`config.mk`:
```
export PLATFORM = sky130hd
export DESIGN_NAME = store_rmw_controller_flat
export DESIGN_NICKNAME = d
export VERILOG_FILES = /design/src/rtl/store_rmw_if.sv /design/src/rtl/store_rmw_controller.sv /design/src/flat_wrapper.sv
export SDC_FILE = /design/constraint.sdc
export NUM_CORES = 1
export LEC_CHECK = 0
export CORE_MARGIN = 4
export CORE_UTILIZATION = 43
export DETAILED_ROUTE_END_ITERATION = 8
export GPL_TIMING_DRIVEN = 0
export PLACE_DENSITY = 0.86
export SLEW_MARGIN = 25
export SYNTH_ARGS = -nofsm -noshare
export SYNTH_HDL_FRONTEND = slang
export SYNTH_SLANG_ARGS = --single-unit
```
`constraint.sdc`:
```
create_clock -name clk -period 1.6 [get_ports clk]
set_input_delay 0.24 -clock clk [delete_from_list [all_inputs] [get_ports clk]]
set_output_delay 0.24 -clock clk [all_outputs]
set_load 0.02 [all_outputs]
```
`src/rtl/store_rmw_if.sv`:
```
// Request and data-memory signals of the store read-modify-write sequencer,
// grouped so the control unit, controller and memory share one bundle.
interface store_rmw_if;
    logic        start;
    logic [2:0]  funct3;
    logic [63:0] addr;
    logic [63:0] store_data;
    logic [63:0] mem_rdata;
    logic [63:0] mem_addr;
    logic        mem_rd;
    logic        mem_wr;
    logic [63:0] mem_wdata;
    logic        busy;
    logic        done;
    logic        misaligned;

    modport slave (
        input  start, funct3, addr, store_data, mem_rdata,
        output mem_addr, mem_rd, mem_wr, mem_wdata, busy, done, misaligned
    );

    modport master (
        output start, funct3, addr, store_data, mem_rdata,
        input  mem_addr, mem_rd, mem_wr, mem_wdata, busy, done, misaligned
    );
endinterface

```
`src/rtl/store_rmw_controller.sv`:
```
// Executes sb/sh/sw/sd against a 64-bit data memory: read-modify-write for
// narrow stores, direct write for sd, and an error completion for illegal stores.
module store_rmw_controller #(
    parameter int MEM_LAT = 1
) (
    input  logic        clk,
    input  logic        reset,
    store_rmw_if.slave  bus
);

    typedef enum logic [2:0] {
        S_IDLE,
        S_READ,
        S_WAIT,
        S_WRITE,
        S_DONE,
        S_ERR
    } state_e;

    localparam logic [1:0] W_SB = 2'd0;
    localparam logic [1:0] W_SH = 2'd1;
    localparam logic [1:0] W_SD = 2'd3;

    state_e      state_q;
    logic [63:0] addr_q;
    logic [1:0]  width_q;
    logic [63:0] store_data_q;
    logic [63:0] old_q;
    logic [2:0]  cnt_q;
    logic        mem_rd_q;
    logic        mem_wr_q;
    logic        busy_q;
    logic        done_q;
    logic        misaligned_q;
    logic [63:0] merged_d;

    function automatic logic is_legal(input logic [2:0] f3, input logic [2:0] lsb);
        case (f3)
            3'd0:    return 1'b1;
            3'd1:    return lsb[0] == 1'b0;
            3'd2:    return lsb[1:0] == 2'b00;
            3'd3:    return lsb == 3'b000;
            default: return 1'b0;
        endcase
    endfunction

    // Replace 1/2/4 byte lanes of old starting at lane off; alignment is
    // already guaranteed, so the lane window never wraps past lane 7.
    function automatic logic [63:0] merge_lanes(input logic [63:0] old,
                                                input logic [63:0] data,
                                                input logic [2:0]  off,
                                                input logic [1:0]  width);
        logic [7:0]  bmask;
        logic [63:0] mask;
        logic [63:0] shifted;
        case (width)
            W_SB:    bmask = 8'h01;
            W_SH:    bmask = 8'h03;
            default: bmask = 8'h0F;
        endcase
        bmask   = bmask << off;
        for (int i = 0; i < 8; i++) begin
            mask[i*8 +: 8] = {8{bmask[i]}};
        end
        shifted = data << {off, 3'b000};
        return (old & ~mask) | (shifted & mask);
    endfunction

    always_comb begin
        merged_d = 64'd0;
        if (state_q == S_WRITE) begin
            merged_d = (width_q == W_SD) ? store_data_q
                                         : merge_lanes(old_q, store_data_q, addr_q[2:0], width_q);
        end
    end

    // NOTE: every register here is written with <= so all reads in this block see
    // pre-edge values; blocking assignments would make ordering change behaviour.
    always_ff @(posedge clk) begin
        if (reset) begin
            // NOTE: the datapath latches are cleared too, so no stale address or
            // data from an abandoned store can ever reach the memory outputs.
            state_q      <= S_IDLE;
            addr_q       <= 64'd0;
            width_q      <= 2'd0;
            store_data_q <= 64'd0;
            old_q        <= 64'd0;
            cnt_q        <= 3'd0;
            mem_rd_q     <= 1'b0;
            mem_wr_q     <= 1'b0;
            busy_q       <= 1'b0;
            done_q       <= 1'b0;
            misaligned_q <= 1'b0;
        end else begin
            mem_rd_q     <= 1'b0;
            mem_wr_q     <= 1'b0;
            done_q       <= 1'b0;
            misaligned_q <= 1'b0;
            case (state_q)
                S_IDLE: begin
                    if (bus.start) begin
                        addr_q       <= bus.addr;
                        width_q      <= bus.funct3[1:0];
                        store_data_q <= bus.store_data;
                        busy_q       <= 1'b1;
                        if (!is_legal(bus.funct3, bus.addr[2:0])) begin
                            state_q      <= S_ERR;
                            done_q       <= 1'b1;
                            misaligned_q <= 1'b1;
                        end else if (bus.funct3[1:0] == W_SD) begin
                            state_q  <= S_WRITE;
                            mem_wr_q <= 1'b1;
                        end else begin
                            state_q  <= S_READ;
                            mem_rd_q <= 1'b1;
                        end
                    end
                end
                S_READ: begin
                    state_q <= S_WAIT;
                    cnt_q   <= 3'(MEM_LAT);
                end
                S_WAIT: begin
                    if (cnt_q == 3'd1) begin
                        old_q    <= bus.mem_rdata;
                        state_q  <= S_WRITE;
                        mem_wr_q <= 1'b1;
                    end else begin
                        cnt_q <= cnt_q - 3'd1;
                    end
                end
                S_WRITE: begin
                    state_q <= S_DONE;
                    done_q  <= 1'b1;
                end
                S_DONE, S_ERR: begin
                    state_q <= S_IDLE;
                    busy_q  <= 1'b0;
                end
                default: begin
                    state_q <= S_IDLE;
                    busy_q  <= 1'b0;
                end
            endcase
        end
    end

    assign bus.mem_rd     = mem_rd_q;
    assign bus.mem_wr     = mem_wr_q;
    assign bus.busy       = busy_q;
    assign bus.done       = done_q;
    assign bus.misaligned = misaligned_q;
    assign bus.mem_addr   = busy_q ? {addr_q[63:3], 3'b000} : 64'd0;
    assign bus.mem_wdata  = merged_d;

endmodule

```
`src/flat_wrapper.sv`:
```
// flat-port wrapper written by rule: the top's interface ports become plain ports
module store_rmw_controller_flat 
#(
    parameter int MEM_LAT = 1
)
  (clk, reset, bus_start, bus_funct3, bus_addr, bus_store_data, bus_mem_rdata, bus_mem_addr, bus_mem_rd, bus_mem_wr, bus_mem_wdata, bus_busy, bus_done, bus_misaligned);
  store_rmw_if bus_i ();
  input  logic clk;
  input  logic reset;
  input wire logic [$bits(bus_i.start)-1:0] bus_start;
  input wire logic [$bits(bus_i.funct3)-1:0] bus_funct3;
  input wire logic [$bits(bus_i.addr)-1:0] bus_addr;
  input wire logic [$bits(bus_i.store_data)-1:0] bus_store_data;
  input wire logic [$bits(bus_i.mem_rdata)-1:0] bus_mem_rdata;
  output wire logic [$bits(bus_i.mem_addr)-1:0] bus_mem_addr;
  output wire logic [$bits(bus_i.mem_rd)-1:0] bus_mem_rd;
  output wire logic [$bits(bus_i.mem_wr)-1:0] bus_mem_wr;
  output wire logic [$bits(bus_i.mem_wdata)-1:0] bus_mem_wdata;
  output wire logic [$bits(bus_i.busy)-1:0] bus_busy;
  output wire logic [$bits(bus_i.done)-1:0] bus_done;
  output wire logic [$bits(bus_i.misaligned)-1:0] bus_misaligned;
  assign bus_i.start = bus_start;
  assign bus_i.funct3 = bus_funct3;
  assign bus_i.addr = bus_addr;
  assign bus_i.store_data = bus_store_data;
  assign bus_i.mem_rdata = bus_mem_rdata;
  assign bus_mem_addr = bus_i.mem_addr;
  assign bus_mem_rd = bus_i.mem_rd;
  assign bus_mem_wr = bus_i.mem_wr;
  assign bus_mem_wdata = bus_i.mem_wdata;
  assign bus_busy = bus_i.busy;
  assign bus_done = bus_i.done;
  assign bus_misaligned = bus_i.misaligned;
  store_rmw_controller #(.MEM_LAT(MEM_LAT)) u_core (.clk(clk), .reset(reset), .bus(bus_i));
endmodule
```
Yosys cells after proc, flatten, opt, wreduce, memory -nomap -nowiden
Cells that the tools add are included.
- logic and storage cells: 77
- output and inout port bits: 133
- bits in registers: 205
- reduce and logical (&&, ||, !) cells: 14
- shifts and indexed selects: 2
- multiplexer cells: 27
- $add $sub $neg: 1
- eq/ne operators: 13
- bitwise operators: 9
- operators with widths (operator ; number):
    $mux W64 ; 3
    $and A64 B64 Y64 ; 2
    $not A64 Y64 ; 1
    $or A64 B64 Y64 ; 1
    $shl A64 B6 Y64 ; 1
    $eq A3 B2 Y1 const B ; 4
    $mux W3 ; 4
    $pmux W3 S4 ; 1
    $mux W1 ; 11
    $reduce_and A2 Y1 ; 5
    $eq A3 B1 Y1 const B ; 3
    $logic_not A3 Y1 ; 3
    $mux W8 ; 1
    $pmux W4 S2 ; 1
    $shl A8 B3 Y8 ; 1
    $pmux W1 S2 ; 3
    $pmux W3 S2 ; 1
    $not A1 Y1 ; 5
    $eq A2 B2 Y1 const B ; 2
    $logic_not A2 Y1 ; 2
    $ne A2 B2 Y1 const B ; 2
    $pmux W1 S4 ; 1
    $reduce_or A4 Y1 ; 1
    $reduce_or A3 Y1 ; 1
    other kinds (6) ; 6

Depth between registers and ports, before layout
Gate-level depths: netlist (run 1).
- depth in word-level cells: 9
- depth in mapped cells: 8
- gate-level depth less buffers: 7

Worst setup path before layout (run 1)
Ideal clock, no wire load.
- kind: flip-flop to output port
- from: register u_core.addr_q[1]
- to: output port bus_mem_wdata[32]
- buffers on the path: 2
- required time: 1.360 ns
- cell stages (with the launch flop): 8
- slack: -0.369 ns
- data arrival time: 1.729 ns
- cell sequence: dfxtp_1 > buf_6 > o21ai_0 > a21oi_2 > or2_2 > clkbuf_1 > mux2i_1 > a21oi_1
- word-level cells in the longest chain between the ends: 6
- elaborated cells on any way between the ends: 8
- those cells by class: shift: 2; mux: 2; bitwise: 4
- RTL lines (element ; RTL line ; RTL):
    from (decl) ; store_rmw_controller.sv:25 ; logic [63:0] addr_q;
    from (signal assigned) ; store_rmw_controller.sv:102 ; addr_q <= bus.addr;
    parallel branches: the longest is 3 deep, another holds $shl A64 B6 Y64 ; - ;
    $or A64 B64 Y64 * ; store_rmw_controller.sv:66 ; return (old & ~mask) | (shifted & mask);
    $mux W64 * ; store_rmw_controller.sv:72 ; merged_d = (width_q == W_SD) ? store_data_q
    $mux W64 * ; store_rmw_controller.sv:71 ; if (state_q == S_WRITE) begin
    to (decl) ; flat_wrapper.sv:18 ; output wire logic [$bits(bus_i.mem_wdata)-1:0] bus_mem_wdata;
Mark *: on every way between the ends.

Worst setup path after layout (run 1)
- from: register u_core.addr_q[0]
- to: output port bus_mem_wdata[39]
The elaborated chain is that of the path after synthesis.

==> results.py, run 1 <==
metrics = {
    "synthesis": {
        "synth_cells": 1412,
        "synth_area_leaders": "dfxtp_1 39%, nand2_1 15%, a21oi_1 12%",
        "synth_top_cell_area_share_pct": 39.34,
        "ys_async_sr_fraction_pct": 0,
        "synth_seq_cells": 205,
        "synth_area_um2": 10430,
        "synth-seq-area-share_pct": 39.34,
        "synth_edf_count": 0,
        "synth_top_area_cell": "dfxtp_1",
        "ys.flop_type": "dfxtp_1",
        "yosysWarnings": 0,
        "netlist-cell-type-count": 55,
        "avgSynthCellArea_um2": 7.388,
    },
    "placement": {
        "gp_congestion": 1.106,
        "dp_cells": 2059,
        "dp_hpwl_um": 33600,
        "place_worst_setup_slack_ns": -1.344,
        "place_area_um2": 14430,
        "io_buffers": 326,
    },
    "floorplan": {
        "fp.dieW_um": 163.8,
        "die_h_um": 163.8,
        "start_util_pct": 44.05,
        "ios": 331,
        "num_rows": 56,
        "core-area_um2": 23680,
        "die-area_um2": 26810,
    },
    "critical_path": {
        "end_kind": "output port",
        "cp.required_ns": 1.36,
        "worst_setup_path_start_kind": "flip-flop",
        "cp.arrival_ns": 2.47,
        "path_class": "flip-flop to output port",
        "crit_chain": "nand2b_1 -> buf_4 -> a2bb2oi_1 -> nor2_1 -> or3_1 -> a31oi_2 -> buf_4",
        "critical_path.max_stage_delay_ns": 0.40,
        "cp_slowest_cell": "dfxtp_4",
        "cp_common_cell": "buf_4",
        "reg2reg_slack_ns": -0.25,
        "worstPathMaxFanout": 10,
    },
    "timing": {
        "finalWorstSetupSlack_ns": -1.111,
        "skew_ns": 0.01834,
        "rsz0062_at_grt": "yes",
        "fmax_mhz": 368.9,
        "slew_headroom_pct": 31.31,
        "slew_violations": 0,
        "period_minus_slack_ns": 2.711,
        "setup_violations": 261,
        "tns_ns": -81.48,
        "max_slew.worst_pin.slew_ns": 1.030,
        "timing.hold.ws_ns": 0.1396,
        "fin_crit_sh_pct": 169.4,
        "final_hold_viol_count": 0,
    },
    "global_route": {
        "grt_usage_pct": 32.47,
        "grt.overflow.total": 0,
        "grt_antenna_before_repair": 1,
        "grt_pass1_wl_um": 67960,
        "grt_max_degree": 14,
        "grt_pass1_vias": 12250,
    },
    "clock_tree": {
        "clock_latency_ns": 0.53,
        "cts.sinks": 205,
        "cts_buffer_depth": 3,
        "clk_pin_slew_ns": 0.07,
        "cts_tree": "done",
        "cts_root_buffer": "clkbuf_16",
        "cts_buffers": 23,
        "htree_levels": 1,
    },
    "power_and_ir_drop": {
        "power_leakage_nw": 6.844,
        "vdd_drop_max_mv": 0.8736,
        "total_power_mw": 15.66,
        "power_density_nw_per_um2": 869.6,
    },
    "route": {
        "first_pass_iters": 8,
        "dr_total_vias": 13110,
        "routed_wl_um": 51720,
        "drt-wirelength-per-cell_um": 23.41,
        "drc": 0,
        "postRouteAntennaNets": 0,
        "vias_per_cell": 5.933,
        "drt_iter0_drc": 1344,
    },
    "layout": {
        "area_growth_pct": 72.68,
        "fin_cells": 2209,
        "nets": 2073,
        "postLayoutCoreUtil_pct": 76.06,
        "final_area_um2": 18010,
        "diodes": 0,
        "drive_gt1_share_pct": 33.33,
    },
    "status": {
        "violations": "setup timing",
        "status": "complete, but fails checks",
    },
    "flow_run": {
        "drv_cap": 0,
    },
    "min_path": {
        "hp-class": "primary input to flip-flop",
    },
}
[synthesized netlist by cell type (6+ instances only)]
cell       number
and2_1         62
o211a_1         8
nand4_1         8
nand2b_1       13
clkbuf_1       68
o21ai_0        68
buf_2          24
o2bb2ai_1       9
dfxtp_1       205
a2bb2oi_1      11
nor3_1          6
mux4_2          8
nor2b_1         6
mux2_2          7
buf_4          13
buf_6           9
or3_1           9
nand2_1       428
a21oi_1       255
a22oi_1        25
mux2i_1        42
nor2_1         35
nand3_1        30
nand3b_1       10
[per-layer routing]
| metal | track usage (%) | vias to the layer above | wire length (um) |
|---|---|---|---|
| met4 | 16.05 | 2 | 3482 |
| li1 | - | 5740 | - |
| met3 | 8.407 | 243 | 5754 |
| met2 | 55.11 | 949 | 24160 |
| met1 | 38.06 | 6173 | 18310 |
| met5 | 0 | - | 11 |
[cells in the final DEF (no fill, tap or decap), types with 13 or more instances in the layout]
master / synthesis / final
nand2_1: 428 / 420
dfxtp_1: 205 / 196
clkdlybuf4s50_1: 0 / 195
a21oi_1: 255 / 192
buf_6: 9 / 136
buf_4: 13 / 103
and2_4: 0 / 49
a21oi_2: 1 / 43
clkbuf_16: 0 / 33
o21ai_1: 2 / 31
nor2_1: 35 / 30
mux2i_1: 42 / 28
clkbuf_1: 68 / 26
a21oi_4: 1 / 22
buf_12: 1 / 21
clkbuf_2: 1 / 19
o21ai_0: 68 / 19
a22oi_1: 25 / 18
buf_8: 0 / 15
o21ai_2: 0 / 15
nand3_1: 30 / 14
and2_1: 62 / 13
nand3_2: 0 / 13
[power by group]
| part | internal, mW | switching (mW) | leakage [nW] |
|---|---|---|---|
| clock network | 3.12 | 2.26 | 0.386 |
| registers | 5.43 | 0.422 | 1.68 |
| logic | 2.19 | 2.24 | 4.78 |
[worst paths after layout]
kind	end	cells past startpoint	from
min reg2reg	u_core.addr_q[46]	2	u_core.addr_q[46]
max reg2reg	u_core.bus.mem_rd	5	u_core.state_q[2]
min	u_core.state_q[1]	2	reset
max	bus_mem_wdata[39]	7	u_core.addr_q[0]
[what timing repair did]
item	in CTS	in global routing
endpoints found under the hold margin	0	0
hold buffers	0	0
cloned	0	10
pin swaps	34	47
gates resized for setup	514	664
buffers inserted	42	65
setup endpoints to repair	331	331
[worst max-delay path, delay by kind of cell, from the launching register on]
| family | cells | cell delay, ns |
|---|---|---|
| compound gates | 2 | 0.44 |
| buf+inv | 2 | 0.43 |
| flops | 1 | 0.40 |
| simple gates | 3 | 0.67 |
[registers in the layout, summed over array words and instances (netlist names)]
signal,cells
u_core.old_q,64
u_core.state_q,3
u_core.bus.done,1
u_core.width_q,2
u_core.bus.busy,1
u_core.store_data_q,64
u_core.bus.mem_rd,1
u_core.bus.mem_wr,1
u_core.addr_q,64
u_core.bus.misaligned,1
u_core.cnt_q,3
[final cells by class]
cell class	count	area, um2
Multi-Input combinational cell	1083	7084
Fill cell	1548	5670
Timing Repair Buffer	438	4569
Sequential cell	205	4125
Buffer	116	1044
Clock buffer	32	679.4
Tap cell	319	399.1
Clock inverter	10	78.83
Inverter	6	32.53
[cell families (layout without fill, tap and decap cells)]
kind of cell,Yosys count,after routing,synth area share (%)
simple gates,615,615,25.55
compound gates,405,405,22.13
flops,205,205,39.34
buf+inv,126,602,6.105
mux,57,57,6.513
fa+ha+maj,2,2,0.2399
other cells,1,3,0.03595
xor+xnor,1,1,0.08398
Power figures use the tool's default switching activity.
==> run 2: changes to the inputs <==
- MAX_ROUTING_LAYER: unset -> met4
==> results.py, run 2 (synthesis gave the netlist of run 1 again) <==
metrics = {
    "status": {
        "status": "complete, but fails checks",
        "violations": "setup timing",
    },
    "critical_path": {
        "path_buf_inv": 3,
        "worstPathMaxFanout": 4,
        "cp_common_cell": "buf_6",
        "critical-path-top-delay-family": "compound AO/OA/AOI/OAI gates",
        "cp.arrival_ns": 2.48,
        "end_kind": "output port",
        "crit_chain": "buf_6 -> buf_6 -> nand3_4 -> a21oi_4 -> a21oi_2 -> or3_1 -> a31oi_2 -> buf_4",
        "path_class": "flip-flop to output port",
        "cp_slowest_cell": "or3_1",
        "worst_setup_path_start_kind": "flip-flop",
        "cp.required_ns": 1.36,
        "critical_path.max_stage_delay_ns": 0.40,
    },
    "floorplan": {
        "die_h_um": 163.8,
        "fp.dieW_um": 163.8,
        "start_util_pct": 44.05,
        "core-area_um2": 23680,
        "die-area_um2": 26810,
        "ios": 331,
        "num_rows": 56,
    },
    "clock_tree": {
        "cts_hold_buf": 0,
        "cts.sinks": 205,
        "cts_tree": "done",
        "cts_buffer_depth": 3,
        "cts_root_buffer": "clkbuf_16",
        "cts_buffers": 23,
        "clk_pin_slew_ns": 0.07,
        "clock_latency_ns": 0.54,
        "htree_levels": 1,
    },
    "global_route": {
        "grt_pass1_wl_um": 73840,
        "grt_antenna_before_repair": 0,
        "grt_max_degree": 14,
        "grt_pass1_vias": 13050,
        "grt.overflow.total": 0,
        "grt_usage_pct": 36.51,
    },
    "layout": {
        "diodes": 0,
        "largestRegisters": "u_core.addr_q: 64 flops, u_core.old_q: 64 flops, u_core.store_data_q: 64 flops",
        "final_cell_mix": "319 x nand2_1, 195 x clkdlybuf4s50_1, 194 x dfxtp_1, 173 x buf_6, 123 x a21oi_2",
        "drive_gt1_share_pct": 46.48,
        "nFillCells": 1134,
        "layout_commonest_cell": "nand2_1",
        "final_area_um2": 20180,
        "nets": 2113,
        "area_growth_pct": 93.44,
    },
    "timing": {
        "skew_ns": 0.01536,
        "slew_headroom_pct": 24.57,
        "finalWorstSetupSlack_ns": -1.116,
        "fmax_mhz": 368.2,
        "tns_ns": -97.96,
        "final_hold_viol_count": 0,
        "period_minus_slack_ns": 2.716,
        "setup_violations": 273,
        "rsz0062_at_grt": "yes",
        "fin_crit_sh_pct": 169.8,
        "max_slew.worst_pin.slew_ns": 1.131,
        "slew_violations": 0,
    },
    "route": {
        "drc": 0,
        "postRouteAntennaNets": 0,
        "drt-wirelength-per-cell_um": 27.62,
        "first_pass_iters": 8,
        "routed_wl_um": 62110,
        "dr_total_vias": 14280,
        "drt_iter0_drc": 1605,
        "vias_per_cell": 6.351,
    },
    "power_and_ir_drop": {
        "netSwitchingPower_mw": 5.849,
        "vdd_drop_max_mv": 0.9624,
        "power_leakage_nw": 7.856,
        "p_clk_share_pct": 33.6,
        "p_int_mw": 11.71,
        "p_seq_share_pct": 33.7,
        "power_density_nw_per_um2": 870.4,
        "pwr-share-comb_pct": 32.7,
        "switching_share_pct": 33.30,
    },
    "flow_run": {
        "drv_cap": 0,
    },
    "placement": {
        "io_buffers": 326,
        "gp_congestion": 1.077,
        "dp_hpwl_um": 34030,
        "place_area_um2": 14430,
    },
    "min_path": {
        "hp-class": "primary input to flip-flop",
    },
}
[run 2: cell count changes in the layout (fill, tap and decap cells not counted), sizes merged, moves of 4 or more]
cell,before,now
dlymetal6s2s,7,1
dlygate4sd2,0,4
buf,284,326
clkdlybuf4s15,8,3
[run 2: power groups by stage]
stage / combinational (mW) / clock [mW] / sequential, mW
2_1_floorplan: 1.70 / 0 / 5.72
3_3_place_gp: 2.89 / 0 / 5.86
3_5_place_dp: 2.94 / 0 / 5.87
4_1_cts: 3.95 / 5.75 / 5.80
5_1_grt: 5.90 / 6.04 / 5.91
6_report: 5.75 / 5.90 / 5.91
[run 2: worst paths after layout]
path                      from                 endpoint  slack [ns]  depth (start not counted)
max           u_core.addr_q[0]        bus_mem_wdata[39]       -1.12                          8
min                      reset        u_core.state_q[1]        0.15                          2
min reg2reg   u_core.old_q[21]         u_core.old_q[21]        0.47                          2
max reg2reg  u_core.state_q[0]  u_core.store_data_q[31]       -0.36                         10
[run 2: worst register-to-register path: stages, from the launching register on]
cell and delay, ns:
dfxtp_4 0.36, buf_8 0.13, buf_6 0.12, nor4b_4 0.30
buf_4 0.20, buf_6 0.14, buf_8 0.14, buf_12 0.14
clkbuf_16 0.16, nand2_4 0.05, a21oi_2 0.15
[run 2: cell type report]
class,instances,area (um2),area share [%]
multi-input cells,1083,8343,41.35
flip-flops and latches,205,4130,20.47
plain buffers,107,1071,5.308
clock buffers,30,641.9,3.181
clock inverters,12,172.7,0.8557
repair buffers,487,5363,26.58
well taps,319,399.1,1.978
inverters,6,57.56,0.2852
[run 2: what timing repair did]
action,in CTS,in global routing
pin swaps,56,230
gates resized for setup,1021,622
cloned,5,17
setup buffers,84,61
endpoints found under the setup margin,330,313
[run 2: per-layer routing]
metal	track usage [%]	part of all wire, %	vias to the layer above	wire length, um
li1	-	-	5829	-
met1	40.73	33	6710	20530
met4	17.31	9.2	0	5737
met2	61.74	46	1281	28810
met5	-	0	-	0
met3	8.708	11	463	7029
[run 2: stage by stage]
step / hold WS, ns / instances / utilization (%) / power (mW) / setup slack, ns
final: 0.1540 / 2249 / 85.20 / 17.56 / -1.116
after global routing: 0.1720 / 2249 / 85.20 / 17.85 / -1.104
after CTS: 0.1044 / 2184 / 73.15 / 15.49 / -0.9750
after detailed placement: 0.4417 / 2059 / 60.92 / 8.803 / -1.281
after global placement: 0.4378 / 2059 / 60.92 / 8.747 / -1.299
after floorplan: 0.3506 / 1414 / - / 7.426 / -0.2263
